[config.mk]
export PLATFORM = sky130hd
export DESIGN_NAME = pong_game_ctrl
export DESIGN_NICKNAME = d
export VERILOG_FILES = /design/src/rtl/pong_game_ctrl.sv
export SDC_FILE = /design/constraint.sdc
export NUM_CORES = 1
export LEC_CHECK = 0
export CAP_MARGIN = 15
export CELL_PAD_IN_SITES_DETAIL_PLACEMENT = 0
export CELL_PAD_IN_SITES_GLOBAL_PLACEMENT = 2
export CORE_AREA = 5 5 71 73
export DETAILED_ROUTE_END_ITERATION = 8
export DIE_AREA = 0 0 76 78
export MAX_ROUTING_LAYER = met4
export PLACE_DENSITY_LB_ADDON = 0.05
export SLEW_MARGIN = 10
export SYNTH_ARGS = -nofsm -noshare
export SYNTH_HDL_FRONTEND = slang
export SYNTH_SLANG_ARGS = --single-unit
[constraint.sdc]
create_clock -name clk -period 5.2 [get_ports clk]
set_input_delay 0.52 -clock clk [delete_from_list [all_inputs] [get_ports clk]]
set_output_delay 0.52 -clock clk [all_outputs]
set_load 0.005 [all_outputs]
[src/rtl/pong_game_ctrl.sv]
// pong_game_ctrl: frame-paced match sequencer (start, serve, rally, point pause, game over)
// Optional demo mode is compiled in with GAME_CTRL_ATTRACT_EN.
// Ports: clk pixel clock; rst_n asynchronous active-low reset;
//        v_sync vertical sync level (rising edge = one frame); start button level;
//        miss_l / miss_r one-cycle miss pulses (right / left player scores);
//        paddle_en, ball_en, ball_reset motion gating; serve_dir launch direction (1 = rightward);
//        score_l, score_r scores; game_over, winner (1 = right); force_ai demo mode.
module pong_game_ctrl #(
   parameter int SERVE_FRAMES   = 60,
   parameter int POINT_FRAMES   = 30,
   parameter int WIN_SCORE      = 7,
   parameter int SCORE_W        = 4,
   parameter int ATTRACT_FRAMES = 600
) (
   input  logic               clk,
   input  logic               rst_n,
   input  logic               v_sync,
   input  logic               start,
   input  logic               miss_l,
   input  logic               miss_r,
   output logic               paddle_en,
   output logic               ball_en,
   output logic               ball_reset,
   output logic               serve_dir,
   output logic [SCORE_W-1:0] score_l,
   output logic [SCORE_W-1:0] score_r,
   output logic               game_over,
   output logic               winner,
   output logic               force_ai
);
   localparam int FC_MAX0 = SERVE_FRAMES > POINT_FRAMES ? SERVE_FRAMES : POINT_FRAMES;
   localparam int FC_MAX  = FC_MAX0 > ATTRACT_FRAMES ? FC_MAX0 : ATTRACT_FRAMES;
   localparam int FC_W    = FC_MAX < 2 ? 1 : $clog2(FC_MAX);
   localparam logic [FC_W-1:0]    SERVE_LAST = FC_W'(SERVE_FRAMES - 1);
   localparam logic [FC_W-1:0]    POINT_LAST = FC_W'(POINT_FRAMES - 1);
   localparam logic [SCORE_W-1:0] WIN        = SCORE_W'(WIN_SCORE);

   typedef enum logic [2:0] {IDLE, SERVE, PLAY, POINT, OVER} state_t;

   state_t             state, state_n;
   logic [FC_W-1:0]    fc, fc_n;
   logic [SCORE_W-1:0] score_l_n, score_r_n;
   logic               serve_dir_n, vs_q, frame_tick, start_q, start_rise;
   logic               paddle_d, ball_d, ball_reset_d, game_over_d, winner_d;

   assign start_rise = start & ~start_q;

   // frame_tick is registered, so it is high the cycle after v_sync is first sampled high
   always_ff @(posedge clk or negedge rst_n)
      if (!rst_n) begin
         state      <= IDLE;
         fc         <= '0;
         vs_q       <= 1'b0;
         frame_tick <= 1'b0;
         start_q    <= 1'b0;
         score_l    <= '0;
         score_r    <= '0;
         serve_dir  <= 1'b1;
         paddle_en  <= 1'b0;
         ball_en    <= 1'b0;
         ball_reset <= 1'b1;
         game_over  <= 1'b0;
         winner     <= 1'b0;
      end else begin
         state      <= state_n;
         fc         <= fc_n;
         vs_q       <= v_sync;
         frame_tick <= v_sync & ~vs_q;
         start_q    <= start;
         score_l    <= score_l_n;
         score_r    <= score_r_n;
         serve_dir  <= serve_dir_n;
         paddle_en  <= paddle_d;
         ball_en    <= ball_d;
         ball_reset <= ball_reset_d;
         game_over  <= game_over_d;
         winner     <= winner_d;
      end

`ifdef GAME_CTRL_ATTRACT_EN
   localparam logic [FC_W-1:0] ATTRACT_LAST = FC_W'(ATTRACT_FRAMES - 1);
   logic demo_n;
   always_ff @(posedge clk or negedge rst_n)
      if (!rst_n) force_ai <= 1'b0;
      else        force_ai <= demo_n;
`else
   assign force_ai = 1'b0;
`endif

   always_comb begin
      state_n = state;
      case (state)
         IDLE:    if (start_rise) state_n = SERVE;
         SERVE:   if (frame_tick && fc == SERVE_LAST) state_n = PLAY;
         PLAY:    if (miss_l && miss_r) state_n = SERVE;
                  else if (miss_l || miss_r) state_n = POINT;
         POINT:   if (frame_tick && fc == POINT_LAST)
                     state_n = (score_l == WIN || score_r == WIN) ? OVER : SERVE;
         OVER:    if (start_rise) state_n = IDLE;
         default: state_n = IDLE;
      endcase
`ifdef GAME_CTRL_ATTRACT_EN
      demo_n = force_ai;
      if (state == IDLE && !start_rise && frame_tick && fc == ATTRACT_LAST) begin
         state_n = SERVE;
         demo_n  = 1'b1;
      end
      if (force_ai && (start_rise || (state == OVER && frame_tick && fc == POINT_LAST)))
         state_n = IDLE;
      if (state_n == IDLE) demo_n = 1'b0;
`endif
      fc_n        = state_n != state ? '0 : fc + FC_W'(frame_tick);
      // a double miss is a wash: no score, no direction change
      score_l_n   = state_n == IDLE ? '0
                  : (state == PLAY && miss_r && !miss_l && score_l != WIN) ? score_l + 1'b1 : score_l;
      score_r_n   = state_n == IDLE ? '0
                  : (state == PLAY && miss_l && !miss_r && score_r != WIN) ? score_r + 1'b1 : score_r;
      serve_dir_n = (state == PLAY && miss_l != miss_r) ? miss_r : serve_dir;
   end

   always_comb begin
      paddle_d     = state_n == SERVE || state_n == PLAY;
      ball_d       = state_n == PLAY;
      ball_reset_d = state_n == IDLE || state_n == SERVE || state_n == OVER;
      game_over_d  = state_n == OVER;
      winner_d     = state_n == OVER && score_r_n == WIN;
   end
endmodule

# After elaboration in Yosys (flattened, before gate mapping)
# Cells that the tools add are included.
[word_totals]
input_bits = 6
word_cells = 70
ff_bits = 30
out_inout_bits = 15
[classes]
reduce_logical = 21
bitwise = 4
addsub = 3
n_eq_ne = 16
muxes = 13
[op_table]
columns = ["op", "count"]
rows = [
  ["$mux 3", 7],
  ["$mux 4", 4],
  ["$pmux 3 s5", 1],
  ["$eq 4x3->1 const B", 3],
  ["$logic_and 1x1->1", 11],
  ["$add 10x1->10", 1],
  ["$eq 10x5->1 const B", 1],
  ["$eq 10x6->1 const B", 1],
  ["$mux 10", 1],
  ["$eq 3x2->1 const B", 3],
  ["$add 4x1->4 const B", 2],
  ["$ne 4x3->1 const B", 2],
  ["$eq 3x1->1 const B", 2],
  ["$eq 3x3->1 const B", 2],
  ["$logic_not 3->1", 2],
  ["$logic_or 1x1->1", 5],
  ["$ne 3x3->1", 1],
  ["$and 1x1->1", 2],
  ["$logic_not 1->1", 2],
  ["$not 1->1", 2],
  ["$reduce_bool 2->1", 1],
  ["$ne 1x1->1", 1],
]

# Depth between registers and ports, before layout
# Gate-level depths: netlist of run 1.
[depth]
depth_word = 9
mapped_depth = 7
depth_no_buf = 7

# Worst setup path before layout of run 1
# Ideal clock, no wire load.
[synth_path]
kind = "register -> register"
startpoint = "reg fc[7]"
endpoint = "reg score_l[2]"
stages_incl_launch_ff = 6
setup_ns = 0.139
arrival_ns = 1.799
slack_ns = 3.262
period_less_slack_ns = 1.938
path_buffers = 0
required_time_ns = 5.061
cell_sequence = "dfrtp_1 -> or4b_4 -> a2111oi_4 -> o221ai_2 -> nor3_4 -> a211oi_1"
[synth_between]
elab_chain_cells = 6
elab_cells_between_ends = 10
classes_between = "eq/ne (2); mux (4); reduce/logical (4)"
[synth_lines]
columns = ["item", "line", "source"]
rows = [
  ["from (decl)", "41", "logic [FC_W-1:0] fc, fc_n;"],
  ["from (signal assigned)", "66", "fc <= fc_n;"],
  ["$eq 10x5->1 / $eq 10x6->1 (equally long branches)", "97, 94", ""],
  ["$logic_and 1x1->1 (on tied branches)", "97, 94", ""],
  ["$mux 3 (on tied branches)", "97, 94", ""],
  ["$pmux 3 s5 (*)", "92", "case (state)"],
  ["named net state_n[0]", "40", "state_t state, state_n;"],
  ["$logic_not 3->1 (*)", "114", "score_l_n = state_n == IDLE ? '0"],
  ["$mux 4 / $reduce_bool 2->1 (equally long branches)", "n/a", ""],
  ["to (signal assigned)", "70", "score_l <= score_l_n;"],
  ["to (decl)", "25", "output logic [SCORE_W-1:0] score_l,"],
]
# The timed path passes the listed nets; every way through them passes the cells marked *.
# A chain may end at the register's enable or synchronous reset.

# Worst setup path in the final report of run 1
[layout_path]
startpoint = "in miss_l"
endpoint = "reg fc[9]"
[layout_between]
elab_chain_cells = 6
elab_cells_between_ends = 7
classes_between = "eq/ne (1); mux (4); reduce/logical (2)"
[layout_lines]
columns = ["item", "line", "source"]
rows = [
  ["from (decl)", "19", "input logic miss_l,"],
  ["$logic_or 1x1->1", "96", "else if (miss_l || miss_r) state_n = POINT;"],
  ["$mux 3", "96", ""],
  ["$mux 3 (*)", "95", "PLAY: if (miss_l && miss_r) state_n = SERVE;"],
  ["$pmux 3 s5 (*)", "92", ""],
  ["$ne 3x3->1 (*)", "112", "fc_n = state_n != state ? '0 : fc + FC_W'(frame_tick);"],
  ["$mux 10 (*)", "112", ""],
  ["named net fc_n[9]", "41", ""],
]
# Marked as above.

==> results of run 1 <==
cell usage in the layout (no fill, tap or decap), types with 5 or more instances in the layout:
master / count
xor2_1: 6
nand2_1: 11
xnor2_1: 6
nor2_1: 21
nand3_1: 6
clkbuf_8: 5
dfrtp_1: 28
inv_1: 5
clkdlybuf4s50_1: 19
ha_1: 6
sequential cells by signal, summed over array words and instances (netlist names), 3 cells and up:
signal	flops
fc	10
score_l	4
score_r	4
state	3
final timing paths:
kind                        start         end  cells past startpoint
hold reg to reg              vs_q  frame_tick                      1
hold / removal               vs_q  frame_tick                      1
max in group asynchronous   rst_n   serve_dir                      2
setup reg to reg            fc[7]  score_r[0]                      5
min in group asynchronous   rst_n     start_q                      2
setup / recovery           miss_l       fc[9]                      8
metal layers:
layer	vias up	GRT usage [%]	share of wire, %
li1	563	-	-
met2	21	17.6	48
met4	0	3.74	0.53
met3	4	3.36	4.1
met1	536	14.7	47
met5	-	-	0
synthesized netlist by cell type, drive strengths merged (2+ instances only):
library cell	instances	area share, %
clkbuf	2	0.48
nor3b	4	2.3
nand3b	3	1.4
ha	6	4.8
inv	6	1.4
a21oi	4	1.3
dfrtp	28	45
mux2i	2	1.3
nand3	6	1.9
dfstp	2	3.4
o21ai	2	0.64
nand4	4	1.6
a21o	2	0.97
nand2	11	2.7
nor2	21	5.1
and3b	2	1.1
nor3	5	3.4
or3b	2	1.1
xnor2	6	3.4
and3	3	1.2
xor2	6	3.4
layout make-up:
class                           count  area (µm²)  area share [%]
Sequential cell                    30         753            39.4
Clock buffer                        5        68.8            3.60
Inverter                            6        22.5            1.18
Timing Repair Buffer               20         198            10.3
Clock inverter                      3        40.0            2.09
Tap cell                           52        65.1            3.40
Multi-Input combinational cell    107         764            40.0
kinds of logic (layout without fill, tap and decap cells):
logic type      after synthesis  in the layout  share of synthesized area, %
compound gates               17             17                          9.57
xor+xnor                     12             12                          6.76
fa+ha+maj                     6              6                          4.83
buf+inv                       9             34                          2.41
flops                        30             30                          48.4
mux                           3              3                          2.01
other cells                   1              1                         0.241
simple gates                 68             68                          25.7
power groups by stage:
| stage | clock [mW] | sequential (mW) | combinational (mW) |
|---|---|---|---|
| after global placement | 0 | 0.301 | 0.206 |
| after CTS | 0.236 | 0.297 | 0.209 |
| after global routing | 0.244 | 0.301 | 0.227 |
| final | 0.229 | 0.296 | 0.203 |
| after floorplan | 0 | 0.291 | 0.136 |
| after detailed placement | 0 | 0.301 | 0.208 |
through the flow:
step / setup WS (ns) / power (mW) / cells / hold slack (ns)
2_1_floorplan: 3.26 / 0.426 / 146 / 0.224
3_3_place_gp: 2.59 / 0.507 / 215 / 0.389
3_5_place_dp: 2.55 / 0.509 / 215 / 0.395
4_1_cts: 2.84 / 0.741 / 223 / 0.404
5_1_grt: 2.71 / 0.772 / 223 / 0.417
6_report: 2.85 / 0.728 / 223 / 0.400
==> metrics.csv, run 1 <==
stage,metric,value,unit
logic_synthesis,Yosys cell types,45,
cts,clk sink count,30,
floorplanning,row count,24,
cts,PostCTS Resize Cnt,0,
worst_setup_path,Critical Path Start Type,primary input,
global_route,gr ovfl total,0,
routing,DRC,0,
cts,CTS tree,yes,
worst_setup_path,"critical path, cell by cell","clkdlybuf4s50_1, inv_1, ha_1, and3b_1, a2111o_1, o2bb2ai_1, nand4_1, nor2_1",
routing,via/cell ratio,5.04,
layout,layout cells sized above 1,12.3,%
logic_synthesis,Post-synth EDFFs,0,
power_and_ir_drop,Leak,0.851,nW
worst_setup_path,flop2flop setup slack,3.01,ns
routing,Detailed Routing Iterations Pass 1,4,
cts,clock tree buffer depth,2,
worst_setup_path,critical path type,primary input to flop,
floorplanning,core footprint,0.00429,mm²
sta,Final Hold Viols,0,
global_route,initial antenna violation count,0,
cts,Worst-path clk slew,0.06,ns
sta,total negative slack,0,ns
worst_setup_path,CP endpoint kind,flop,
sta,Achievable Freq,425,MHz
worst_setup_path,"Data required, critical path",5.35,ns
floorplanning,io pins,21,
global_route,first-pass GRT wire length,5310,µm
floorplanning,Die Height,78,µm
logic_synthesis,Mapped Area,0.00156,mm²
placed_design,port buffer count,19,
cts,"Clk Latency, worst-skew pair",0.28,ns
sta,fin crit period,2.35,ns
worst_setup_path,CP bufs+invs,2,
power_and_ir_drop,maximum vdd ir drop,0.000202,V
routing,post-route antenna net violation count,0,
cts,Num CTS Buffers,5,
layout,final instance area,0.00191,mm²
logic_synthesis,"Seq/Total Area, Yosys",48.4,%
floorplanning,Initial Util,36.2,%
hold_path,hold crit path type,flop to flop,
placed_design,Post-DP Area,0.00180,mm²
layout,Nets,182,
power_and_ir_drop,Seq pwr share,40.7,%
run_status,outcome,"finished, final reports clean",
worst_setup_path,"Max FO, Critical Path",10,
routing,drt wl/cell,14.3,µm
worst_setup_path,worst path arrival time,2.50,ns
sta,period utilization,45.2,%
worst_setup_path,biggest cell delay along the critical path,0.57,ns
placed_design,gp weighted congestion,0.800,
logic_synthesis,post-synth net total,158,
floorplanning,die width,76,µm
power_and_ir_drop,NetSw,234,µW
floorplanning,die area,0.00593,mm²
logic_synthesis,Post-Synthesis Cells,146,
layout,Filler cells,410,
layout,Final Util,44.5,%
power_and_ir_drop,Internal,494,µW
cts,CTS Hold Bufs,0,
sta,unrepaired setup endpoints after global routing,false,
logic_synthesis,yosys warns,0,
routing,via count,1124,
power_and_ir_drop,Clk network pwr share,31.4,%
logic_synthesis,asr flop ratio synth,100,%
routing,Initial DRC Count,63,
power_and_ir_drop,PD cells,381,mW/mm²
worst_setup_path,Critical Path Slowest Stage Cell,clkdlybuf4s50_1,
layout,Synth-to-Final Area Change,22.9,%
power_and_ir_drop,combinational group share of total power,27.9,%
placed_design,hpwl dp,2400,µm
sta,Slew Limit Fails,0,
global_route,Global Route Usage Sum,11.5,%
logic_synthesis,number of synthesized register bits,30,
sta,Final setup viols,0,
logic_synthesis,syn_area_per_cell,10.7,µm²
global_route,pin count of the biggest net entering global routing,31,
global_route,vias in the first global route,1055,
worst_setup_path,"delay-heaviest family, CP",buffers and inverters,
cts,H-tree Lvls,2,
routing,"wirelength, routed",3180,µm
cts,setup bufs post-CTS,0,
logic_synthesis,Synth Flop Type,dfrtp_1,
layout,ANT cells,0,
power_and_ir_drop,Net Sw Frac,32.1,%
sta,skew final,0.00440,ns
cts,Root Driver,clkbuf_8,
job,Max-Cap Viols,0,
Note: power is estimated with default switching activity, not from simulation.
==> inputs of run 2 (changes only) <==
--- a/config.mk
+++ b/config.mk
@@ -8,9 +8,9 @@
 export CAP_MARGIN = 15
 export CELL_PAD_IN_SITES_DETAIL_PLACEMENT = 0
 export CELL_PAD_IN_SITES_GLOBAL_PLACEMENT = 2
-export CORE_AREA = 5 5 71 73
+export CORE_AREA = 5 5 73 75
 export DETAILED_ROUTE_END_ITERATION = 8
-export DIE_AREA = 0 0 76 78
+export DIE_AREA = 0 0 78 80
 export MAX_ROUTING_LAYER = met4
 export PLACE_DENSITY_LB_ADDON = 0.05
 export SLEW_MARGIN = 10
==> constraint.sdc (replaced) <==
create_clock -name clk -period 2.29 [get_ports clk]
set_input_delay 0.229 -clock clk [delete_from_list [all_inputs] [get_ports clk]]
set_output_delay 0.229 -clock clk [all_outputs]
set_load 0.005 [all_outputs]
==> run 2 against run 1 <==
- clock skew rose by 0.0018 ns
- design area increased by 3.9%
- sequential share of layout area fell by 1.5 points
- global-route usage grew 0.27 points
- largest power group unchanged
==> metrics.csv, run 2 (synthesized netlist as in run 1, its figures left out) <==
stage,metric,value,unit,change
placed_design,Post-DP Area,0.00188,mm²,+4.2%
layout,Nets,190,,+4.4%
sta,total negative slack,0,ns,unchanged
placed_design,hpwl dp,2410,µm,+0.45%
worst_setup_path,"Max FO, Critical Path",7,,-3
sta,unrepaired setup endpoints after global routing,false,,
cts,"Clk Latency, worst-skew pair",0.28,ns,about the same
layout,max reg flops,10,,unchanged
worst_setup_path,reg2reg start,fc[7],,
power_and_ir_drop,PD cells,875,mW/mm²,+130%
floorplanning,core footprint,0.00460,mm²,+7.1%
global_route,first-pass GRT wire length,5510,µm,+3.9%
sta,fin crit period,2.16,ns,
worst_setup_path,"Data required, critical path",2.45,ns,-2.90 ns
cts,Worst-path clk slew,0.07,ns,about the same
layout,Finished Layout Cells,233,,+4.5%
global_route,vias in the first global route,1135,,+7.6%
worst_setup_path,"critical path, cell by cell","or4b_4, a2111oi_4, o221ai_2, nor3_4, nor2_1",,
power_and_ir_drop,Tot Pwr,1.74,mW,+140%
placed_design,port buffer count,19,,unchanged
sta,Final setup viols,0,,unchanged
layout,Largest Register,fc,,
floorplanning,io pins,21,,unchanged
routing,drt wl/cell,14.0,µm,-2.0%
worst_setup_path,R2R Path End,score_r[1],,
sta,Final Hold Viols,0,,unchanged
sta,period utilization,94.3,%,
cts,H-tree Lvls,2,,unchanged
layout,"commonest non-fill, non-tap cells in the layout","dfrtp_1, nor2_1, clkdlybuf4s50_1",,
global_route,met1 GRT Util,14.1,%,-0.54 points
global_route,initial antenna violation count,0,,unchanged
cts,CTS Hold Bufs,0,,unchanged
cts,CTS tree,yes,,
layout,Synth-to-Final Area Change,27.8,%,
layout,ANT cells,0,,unchanged
routing,Initial DRC Count,77,,+22%
routing,Detailed Routing Iterations Pass 1,4,,unchanged
routing,post-route antenna net violation count,0,,unchanged
worst_setup_path,flop2flop setup slack,0.13,ns,-2.88 ns
job,Max-Cap Viols,0,,unchanged
cts,PostCTS Resize Cnt,0,,unchanged
sta,WHS,0.339,ns,-0.0617 ns
cts,clock tree buffer depth,2,,unchanged
worst_setup_path,"delay-heaviest family, CP",simple AND/OR/NAND/NOR gates,,
global_route,busiest grt layer,met2,,
worst_setup_path,Critical Path Start Type,flop,,
run_status,outcome,"finished, final reports clean",,
global_route,Global Route Usage Sum,11.8,%,+0.27 points
layout,layout cells sized above 1,16.2,%,+3.9 points
sta,skew final,0.00618,ns,+0.00178 ns
worst_setup_path,biggest cell delay along the critical path,0.61,ns,+0.04 ns
layout,final instance area,0.00199,mm²,+3.9%
worst_setup_path,critical path type,flop to flop,,
cts,Num CTS Buffers,5,,unchanged
hold_path,hold crit path type,primary input to asynchronous set/reset pin,,
worst_setup_path,CP endpoint kind,flop,,
cts,clk sink count,30,,unchanged
sta,Slew Limit Fails,0,,unchanged
placed_design,Placement Setup Slack,0.123,ns,-2.43 ns
global_route,gr ovfl total,0,,unchanged
worst_setup_path,worst path arrival time,2.31,ns,-0.19 ns
power_and_ir_drop,maximum vdd ir drop,0.000464,V,+130%
layout,Final Util,43.2,%,-1.3 points
global_route,pin count of the biggest net entering global routing,31,,unchanged
floorplanning,die width,78,µm,+2.6%
worst_setup_path,CP bufs+invs,0,,-2
layout,"commonest non-fill, non-tap cell in the layout",dfrtp_1,,
worst_setup_path,Worst R2R Path Depth,5,,unchanged
floorplanning,Initial Util,33.8,%,-2.4 points
floorplanning,row count,25,,+4.2%
sta,Achievable Freq,463,MHz,
routing,via/cell ratio,4.90,,-2.8%
global_route,GRT met2 Usage,18.4,%,+0.90 points
routing,"wirelength, routed",3260,µm,+2.4%
cts,Root Driver,clkbuf_8,,
layout,Regs by FF count,"fc: 10 flops, score_l: 4 flops, score_r: 4 flops",,
worst_setup_path,Critical Path Slowest Stage Cell,or4b_4,,
floorplanning,Die Height,80,µm,+2.6%
sta,"Worst Setup Slack, final",0.131,ns,-2.72 ns
placed_design,dpl cells,225,,+4.7%
placed_design,gp weighted congestion,0.799,,-0.15%
cts,setup bufs post-CTS,0,,unchanged
power_and_ir_drop,Leak,0.896,nW,+5.2%
floorplanning,die area,0.00624,mm²,+5.3%
routing,via count,1142,,+1.6%
routing,DRC,0,,unchanged
global_route,met3 usage,3.50,%,+0.14 points
==> run 2: cell types whose count changed in the layout (fill, tap and decap cells not counted) <==
cell / before / now
buf_4: 1 / 8
buf_12: 0 / 1
==> run 2: how the worst max path moves through the flow <==
| stage | start | endpoint | cells after the start |
|---|---|---|---|
| 6_report | fc[7] | score_r[1] | 5 |
| 5_1_grt | fc[7] | score_r[1] | 5 |
| 4_1_cts | fc[7] | score_r[1] | 5 |
| 3_5_place_dp | miss_r | fc[4] | 9 |
| 3_3_place_gp | miss_l | fc[9] | 8 |
| 2_1_floorplan | fc[7] | score_l[2] | 5 |
==> run 2: layer usage <==
layer  share of wire, %  up-vias
li1                   -      575
met5                  0        -
met3                4.5        2
met2                 50       21
met4                1.0        0
met1                 45      544
==> run 2: where the power goes <==
part           switching [mW]  total (mW)  internal, mW
combinational           0.282       0.543         0.261
sequential             0.0623       0.671         0.609
clock                   0.204       0.523         0.320
==> run 2: cell type report <==
class / count / area, µm²
clock inverter: 3 / 40.0
multi-input combinational: 107 / 764
timing repair buffer: 28 / 270
sequential: 30 / 753
inverter: 6 / 22.5
tap: 54 / 67.6
fill: 440 / 2610
clock buffer: 5 / 68.8
